<file path="src/rtl/audio_pkg.sv">
// Shared types and constants for the melody playback path.
// Provides the FSM state enum and the note-code to half-period table.
package audio_pkg;

  localparam int SAMPLE_W    = 24;
  localparam int NOTE_W      = 6;
  localparam int SAMPLE_RATE = 48000;
  localparam int HP_W        = 9;

  typedef enum logic [1:0] {
    IDLE,
    PLAY,
    DONE
  } state_t;

  // round(SAMPLE_RATE / (2 * 440 * 2^((code-34)/12)))
  // Entry 0 is a rest; 1 keeps the phase logic well defined.
  localparam logic [HP_W-1:0] HALF_PERIOD [0:63] = '{
    9'd1,   9'd367, 9'd346, 9'd327,
    9'd309, 9'd291, 9'd275, 9'd259,
    9'd245, 9'd231, 9'd218, 9'd206,
    9'd194, 9'd183, 9'd173, 9'd163,
    9'd154, 9'd146, 9'd137, 9'd130,
    9'd122, 9'd116, 9'd109, 9'd103,
    9'd97,  9'd92,  9'd87,  9'd82,
    9'd77,  9'd73,  9'd69,  9'd65,
    9'd61,  9'd58,  9'd55,  9'd51,
    9'd49,  9'd46,  9'd43,  9'd41,
    9'd39,  9'd36,  9'd34,  9'd32,
    9'd31,  9'd29,  9'd27,  9'd26,
    9'd24,  9'd23,  9'd22,  9'd20,
    9'd19,  9'd18,  9'd17,  9'd16,
    9'd15,  9'd14,  9'd14,  9'd13,
    9'd12,  9'd11,  9'd11,  9'd10
  };

  function automatic logic [HP_W-1:0] half_period(
    input logic [NOTE_W-1:0] code
  );
    return HALF_PERIOD[code];
  endfunction

endpackage

</file>
<file path="src/rtl/decoder_audio_playback_tone.sv">
// Square-wave tone generator: phase counter plus polarity.
// Ports: clk, reset, advance (sample accepted), restart (phase 0,
// polarity +), code (note code), sample (signed 24-bit output).
module square_tone_gen
  import audio_pkg::*;
#(
  parameter logic [SAMPLE_W-1:0] AMPLITUDE = 24'h100000
) (
  input  logic                clk,
  input  logic                reset,
  input  logic                advance,
  input  logic                restart,
  input  logic [NOTE_W-1:0]   code,
  output logic [SAMPLE_W-1:0] sample
);

  logic [HP_W-1:0] r_phase;
  logic            r_neg;
  logic [HP_W-1:0] w_hp;
  logic            w_wrap;

  assign w_hp   = half_period(code);
  assign w_wrap = (r_phase == w_hp - 1'b1);

  // restart wins over advance so a note boundary
  // always starts the next note at phase 0, polarity +
  always_ff @(posedge clk) begin
    if (reset || restart) begin
      r_phase <= '0;
      r_neg   <= 1'b0;
    end else if (advance) begin
      if (w_wrap) begin
        r_phase <= '0;
        r_neg   <= ~r_neg;
      end else begin
        r_phase <= r_phase + 1'b1;
      end
    end
  end

  always_comb begin
    sample = AMPLITUDE;
    if (code == '0) begin
      sample = '0;
    end else if (r_neg) begin
      sample = -AMPLITUDE;
    end
  end

endmodule

</file>
<file path="src/rtl/decoder_audio_playback.sv">
// Melody sequencer: note RAM -> square-wave samples -> codec FIFO.
// Ports: clk, reset (sync, active high), write_en (play level),
// note_RAM (note codes, slot 0 first), i_note (notes to play),
// write_ready (codec can accept), write / write_data (sample out).
module decoder_audio_playback
  import audio_pkg::*;
#(
  parameter int                  NUM_SLOTS        = 40,
  parameter int                  SAMPLES_PER_NOTE = 12000,
  parameter logic [SAMPLE_W-1:0] AMPLITUDE        = 24'h100000
) (
  input  logic                clk,
  input  logic                reset,
  input  logic                write_en,
  input  logic [NOTE_W-1:0]   note_RAM [NUM_SLOTS-1:0],
  input  logic [NOTE_W-1:0]   i_note,
  input  logic                write_ready,
  output logic                write,
  output logic [SAMPLE_W-1:0] write_data
);

  localparam int IDX_W = $clog2(NUM_SLOTS);
  // one extra bit so the count can hold NUM_SLOTS itself
  localparam int N_W   = IDX_W + 1;
  localparam int CNT_W = $clog2(SAMPLES_PER_NOTE);

  localparam logic [CNT_W-1:0] LAST_CNT =
    CNT_W'(SAMPLES_PER_NOTE - 1);

  state_t r_state;
  state_t w_next;

  logic [N_W-1:0]      r_n;
  logic [N_W-1:0]      r_idx;
  logic [CNT_W-1:0]    r_cnt;

  logic [N_W-1:0]      w_n_clamp;
  logic [NOTE_W-1:0]   w_code;
  logic                w_accept;
  logic                w_last;
  logic                w_restart;
  logic [SAMPLE_W-1:0] w_sample;

  assign w_n_clamp = (int'(i_note) > NUM_SLOTS)
                   ? N_W'(NUM_SLOTS)
                   : N_W'(i_note);

  assign w_code   = note_RAM[r_idx[IDX_W-1:0]];
  assign w_accept = (r_state == PLAY) && write_ready;
  assign w_last   = (r_cnt == LAST_CNT);

  // outside PLAY the tone is held at phase 0, polarity +,
  // so every (re)start of playback begins positive
  assign w_restart = (r_state != PLAY)
                   || (w_accept && w_last);

  square_tone_gen #(
    .AMPLITUDE (AMPLITUDE)
  ) u_tone (
    .clk     (clk),
    .reset   (reset),
    .advance (w_accept),
    .restart (w_restart),
    .code    (w_code),
    .sample  (w_sample)
  );

  always_ff @(posedge clk) begin
    if (reset) begin
      r_state <= IDLE;
      r_n     <= '0;
      r_idx   <= '0;
      r_cnt   <= '0;
    end else begin
      r_state <= w_next;
      case (r_state)
        IDLE: begin
          if (write_en) begin
            r_n   <= w_n_clamp;
            r_idx <= '0;
            r_cnt <= '0;
          end
        end
        PLAY: begin
          if (w_accept) begin
            if (w_last) begin
              r_cnt <= '0;
              r_idx <= r_idx + 1'b1;
            end else begin
              r_cnt <= r_cnt + 1'b1;
            end
          end
        end
        default: begin
        end
      endcase
    end
  end

  always_comb begin
    w_next     = r_state;
    write      = 1'b0;
    write_data = '0;
    case (r_state)
      IDLE: begin
        if (write_en) begin
          w_next = (w_n_clamp == '0) ? DONE : PLAY;
        end
      end
      PLAY: begin
        write      = write_ready;
        write_data = w_sample;
        if (!write_en) begin
          w_next = IDLE;
        end else if (w_accept && w_last
                     && (r_idx + 1'b1 == r_n)) begin
          w_next = DONE;
        end
      end
      DONE: begin
        if (!write_en) begin
          w_next = IDLE;
        end
      end
      default: w_next = IDLE;
    endcase
  end

endmodule

</file>
<file path="config.mk">
export PLATFORM = sky130hd
export DESIGN_NAME = decoder_audio_playback
export DESIGN_NICKNAME = d
export VERILOG_FILES = /design/src/rtl/audio_pkg.sv /design/src/rtl/decoder_audio_playback_tone.sv /design/src/rtl/decoder_audio_playback.sv
export SDC_FILE = /design/constraint.sdc
export NUM_CORES = 1
export LEC_CHECK = 0
export CELL_PAD_IN_SITES_DETAIL_PLACEMENT = 1
export CELL_PAD_IN_SITES_GLOBAL_PLACEMENT = 1
export CORE_MARGIN = 10
export CORE_UTILIZATION = 25
export CTS_BUF_LIST = sky130_fd_sc_hd__clkbuf_16
export DETAILED_ROUTE_END_ITERATION = 16
export GPL_TIMING_DRIVEN = 0
export PLACE_DENSITY_LB_ADDON = 0.1
export REMOVE_ABC_BUFFERS = 1
export SYNTH_ARGS = -nofsm -noshare
export SYNTH_HDL_FRONTEND = slang
export SYNTH_HIERARCHICAL = 1
export SYNTH_SLANG_ARGS = --single-unit
</file>
<file path="constraint.sdc">
create_clock -name clk -period 14.9 [get_ports clk]
set_input_delay 2.98 -clock clk [delete_from_list [all_inputs] [get_ports clk]]
set_output_delay 2.98 -clock clk [all_outputs]
set_load 0.05 [all_outputs]
</file>
# After elaboration in Yosys (flattened, before gate mapping)
# Memory sizes are Yosys's and may differ from the RTL's.
# Cells that the tools add are included.
[totals] ff_bits=40 latchBits=0 ram_bits=0 rom_bits=576 in_bits=250 wordCells=65 mem_count=1
[classes] add_sub_neg=4 multipliers=0 div_mod_pow=0 n_lt_le_gt_ge=3 n_eq_ne=11 shift=0 mux=24 bitwise=2 reduce_logical=14
[mem_list] memory="(name not given)" words=64 word_bits=9 read_ports=1 rd_ports_with_merged_regs=0 write_ports=0 line="audio_pkg.sv:40" rtl="return HALF_PERIOD[code];"
[ops] cell="$mux W24" count=3
[ops] cell="$mux W14" count=3
[ops] cell="$bmux W6 S6" count=1
[ops] cell="$pmux W14 S2" count=1
[ops] cell="$mux W9" count=3
[ops] cell="$mux W7" count=3
[ops] cell="$add A14 B1 Y14 const B" count=1
[ops] cell="$eq A14 B14 Y1 const B" count=1
[ops] cell="$pmux W7 S2" count=1
[ops] cell="$mux W6" count=2
[ops] cell="$mux W2" count=5
[ops] cell="$add A9 B1 Y9 const B" count=1
[ops] cell="$eq A9 B9 Y1" count=1
[ops] cell="$sub A9 B1 Y9 const B" count=1
[ops] cell="$ne A2 B2 Y1 const B" count=4
[ops] cell="$add A7 B1 Y7 const B" count=1
[ops] cell="$eq A7 B7 Y1" count=1
[ops] cell="$ge A7 B7 Y1 const B" count=1
[ops] cell="$logic_not A7 Y1" count=1
[ops] cell="$lt A6 B7 Y1 const B" count=1
[ops] cell="$not A6 Y7" count=1
[ops] cell="$gt A6 B6 Y1 const B" count=1
[ops] cell="$logic_not A6 Y1" count=1
[ops] cell="$pmux W2 S3" count=1
[ops] cell="13 further kinds" count=18

# Depth between registers and ports, before layout
[logic_depth] depth_word=9 ltp_mapped=26 mapped_depth_nobuf=20

# Hierarchy
# The synthesis kept the hierarchy.
[by_module_without_submodules] mod="decoder_audio_playback" instances=1 cells_each=414 area_each_um2=3774.9 seq_area_each_um2=580.6
[by_module_without_submodules] mod="square_tone_gen" instances=1 cells_each=240 area_each_um2=1924.3 seq_area_each_um2=200.2

# Least setup slack after synthesis
# Ideal clock, no wire load.
[synth_path] path_type="in2out" from="input note_RAM[91] (netlist name)" to="output write_data[22]" arrival_time_ns=5.489 setup_slack_ns=6.431 stages=13 cell_sequence="mux4_2 > mux2_2 > nand2_1 > a31oi_1 > a221o_1 > clkdlybuf4s18_2 > inv_1 > ha_1 > clkbuf_8 > nand3_1 > and2_1 > buf_4 > and2_1"
[synth_via] elab_chain_cells=5
[synth_rtl] element="start, declared" line="decoder_audio_playback.sv:15" rtl="input logic [NOTE_W-1:0] note_RAM [NUM_SLOTS-1:0],"
[synth_rtl] element="$bmux W6 S6" line="decoder_audio_playback.sv:48" rtl="assign w_code = note_RAM[r_idx[IDX_W-1:0]];"
[synth_rtl] element="$mux W6 (implied by the code)" line="decoder_audio_playback.sv:48"
[synth_rtl] element="named net w_code[1]" line="decoder_audio_playback.sv:38" rtl="logic [NOTE_W-1:0] w_code;"
[synth_rtl] element="$logic_not A6 Y1" line="decoder_audio_playback_tone.sv:43" rtl="if (code == '0) begin"
[synth_rtl] element="$mux W24" line="decoder_audio_playback_tone.sv:43"
[synth_rtl] element="named net w_sample[22]" line="decoder_audio_playback.sv:42" rtl="logic [SAMPLE_W-1:0] w_sample;"
[synth_rtl] element="$mux W24" line="decoder_audio_playback.sv:104" rtl="case (r_state)"
[synth_rtl] element="end, declared" line="decoder_audio_playback.sv:19" rtl="output logic [SAMPLE_W-1:0] write_data"
# The timed path passes the listed nets, and every way through them passes these cells. The select of a mux whose other input is x is not followed.

# Worst setup path in the final report
[layout_path] from="input note_RAM[86] (netlist name)" to="output write_data[22]"
[layout_via] elab_chain_cells=5
[layout_rtl] element="$bmux W6 S6" line="decoder_audio_playback.sv:48"
[layout_rtl] element="$mux W6 (implied by the code)" line="decoder_audio_playback.sv:48"
[layout_rtl] element="named net w_code[2]" line="decoder_audio_playback.sv:38"
[layout_rtl] element="$logic_not A6 Y1" line="decoder_audio_playback_tone.sv:43"
[layout_rtl] element="$mux W24" line="decoder_audio_playback_tone.sv:43"
[layout_rtl] element="$mux W24" line="decoder_audio_playback.sv:104"
# The timed path passes the listed nets, and every way through them passes these cells. The select of a mux whose other input is x is not followed.

==> flow_summary_export.csv <==
group,metric,value,unit
layout,drive_gt1_share,11.9,%
timing,skew,0.00888,ns
critical_path,r2r_end,"u_tone/r_phase[1]$_SDFFE_PP0P_",
global_routing,grt_max_degree,55,
critical_path,cp.required,11.92,ns
cts,clk_latency,0.29,ns
yosys,yosys.area.top_type_share,14.2,%
timing,rsz0062_at_grt,"no",
pwr,power.density,44.6,mW/mm^2
layout,n_fill_cell,2572,
route,vias_per_cell,5.12,
critical_path,worstRegToRegCells,21,
critical_path,worst-setup-path-type,"primary input to output pin",
die,dieArea,0.0292,mm^2
die,coreArea,0.0225,mm^2
flow_run,drv_cap,0,
layout,area_delta_synth_final,47.9,%
pwr,p_leak,2.74,nW
critical_path,crit_path_start_kind,"primary input",
cts,cts_tree,"built",
yosys,synth_top_area_cell,"mux4_2",
route,antenna_left,0,
yosys,ys.flop_type,"dfxtp_1",
placement,pre_cts_ws,5.11,ns
global_routing,grt_pass1_vias,6525,
route,drtPass1Iterations,4,
critical_path,worstPathMaxFanout,36,
global_routing,grt_overflow_total,0,
route,wl_per_cell,22.7,um
timing,setup_tns,0,ns
timing,slew_headroom,17.4,%
global_routing,grt_usage,17.4,%
timing,max_freq,102,MHz
cts,ctsResizeCount,0,
cts,cts-root-buf,"clkbuf_16",
die,rows,55,
yosys,syn_area_per_cell,8.71,um^2
yosys,ys_types,90,
die,die_x,171,um
critical_path,crit_chain,"clkdlybuf4s50_1, mux4_2, mux2_2, nand2_1, a31oi_1, a221o_1, nor2_1, nand3_1, and2_1, and2_1, clkdlybuf4s50_1",
die,io_pins,275,
cts,clock_sinks,39,
cts,clk_pin_slew,0.06,ns
global_routing,antenna_found_initial,9,
critical_path,endpoint_kind,"output pin",
cts,clock_path_buffers,2,
hold_path,min_to,"r_n[4]$_SDFFE_PP0P_",
hold_path,min_path_cells,2,
yosys,synth-seq-cells,39,
timing,fin_crit,9.83,ns
yosys,synth.area.top_cells,"mux4_2 (14%), dfxtp_1 (14%), mux2i_1 (9.3%)",
route,dr_total_vias,5941,
timing,finalCritPeriodShare,66.0,%
timing,drv_slew,0,
cts,post_cts_buffers,0,
route,routed_wl,26300,um
global_routing,grt_pass1_wl,39400,um
layout,fin_nets,1126,
placement,gp_congestion,0.886,
placement,io_buffer_count,254,
timing,finalHoldViolations,0,
die,dieHeight,171,um
cts,numCtsBuffers,5,
hold_path,holdCritPathClass,"flop to flop",
yosys,syn_area,0.00570,mm^2
critical_path,cp_top_family,"buffers and inverters",
timing,fin_ws,5.07,ns
yosys,synth_edf_count,0,
hold_path,min_from,"r_n[4]$_SDFFE_PP0P_",
route,drt_iter0_markers,172,
critical_path,critPathBufInv,2,
cts,cts_hold_buf,0,
route,drcViolationCount,0,
placement,hpwl,22200,um
critical_path,max_stage_delay,0.75,ns
timing,worst_slew_pin_slew,1.24,ns
yosys,yosys-top-cells-count,"mux2i_1 (53), nand2_1 (49), nor2_1 (49)",
timing,setup_viol,0,
die,initial_core_util,25.3,%
critical_path,critPathArrivalTime,6.85,ns
critical_path,r2r-start,"r_idx[0]$_SDFFE_PP0P_",
cts,cts-htree-levels,2,
yosys,yosysSeqAreaShare,13.7,%
yosys,synthArstFlopShare,0,%
yosys,syn_inst,654,
yosys,synth.most_common_cell,"mux2i_1",
critical_path,crit_path_top_delay_cell,"a221o_1",
yosys,yosys_warnings,6,
run_status,status,"complete, no violations",
critical_path,rrSetupSlack,8.47,ns
pwr,ir_worst_vdd,0.0000335,V
[tightest hold or removal path: stages (launching register included)]
cell and delay, ns:
dfxtp_1 0.32, nand2_1 0.06, a21oi_1 0.05
[per-stage QoR]
stage	instances	power, mW	cell area (um^2)	hold slack (ns)	util (%)
after floorplan	600	0.184	5260	0.438	-
after global placement	1139	0.266	8160	0.453	36.3
after detailed placement	1143	0.270	8260	0.469	36.7
after CTS	1151	0.380	8410	0.479	37.4
after global routing	1158	0.397	8420	0.496	37.4
final	1160	0.376	8430	0.474	37.5
[routing by layer]
metal,wire [um],up-vias,track usage [%]
li1,-,2845,-
met1,10300,2941,19.1
met2,14200,132,32.7
met3,1440,21,4.45
met4,335,2,4.20
met5,13,-,0
[state kept, by name, indices dropped and copies added, names as in the netlist]
register,count
u_tone/r_phase,9
r_n,6
r_idx,7
u_tone/r_neg,1
r_cnt,14
r_state,2
[area by class of cell]
class	count	area, um^2	area share [%]
sequential	39	787	9.34
inverter	13	48.8	0.579
clock buffer	5	125	1.48
clock inverter	3	18.8	0.223
tap	285	357	4.23
multi-input combinational	548	4450	52.8
timing repair buffer	258	2620	31.1
antenna	9	22.5	0.267
[power breakdown]
group / total, mW / switching [mW] / internal, mW
clock network: 0.108 / 0.0457 / 0.0619
registers: 0.107 / 0.00166 / 0.106
logic: 0.161 / 0.0678 / 0.0928
total: 0.376 / 0.115 / 0.260
[worst max-delay path by stage]
stage                                 to  slack, ns                   from  cells past startpoint
after floorplan           write_data[21]       5.06  r_idx[0]$_SDFFE_PP0P_                      8
after global placement    write_data[23]       1.93  r_idx[0]$_SDFFE_PP0P_                      9
after detailed placement  write_data[22]       5.11           note_RAM[86]                     11
after CTS                 write_data[22]       5.11           note_RAM[86]                     11
after global routing      write_data[22]       4.84           note_RAM[86]                     11
final                     write_data[22]       5.07           note_RAM[86]                     11
[cell families (layout without fill, tap and decap cells)]
family	Yosys count	in the layout	share of synthesized area (%)
and+or+nand+nor	248	248	23.8
AOI/OAI and AO/OA	123	123	16.9
muxes	112	112	28.1
buffers and inverters	86	279	9.75
DFF	39	39	13.7
xor gates and xnor gates	34	34	5.22
adders and majority gates	11	11	2.41
other	1	29	0.0658
[cells in the final DEF (no fill, tap or decap), types with 5 or more instances in the layout]
master and n:
mux2_2 22, ha_1 11, diode_2 9, clkbuf_16 5
mux4_2 36, nand4_1 14, conb_1 20, mux2i_1 53
nand2b_1 9, nand3_1 20, clkdlybuf4s50_1 254, a21oi_1 21
xnor2_1 23, a221o_1 5, nand2_1 49, a31oi_1 9
and2_1 29, nor3_1 15, nor2_1 49, dfxtp_1 36
inv_1 12, xor2_1 11, a22oi_1 17, a311oi_1 5
nor2b_1 17, o21ai_0 13, nor3b_1 6
(Power assumes the default switching activity.)
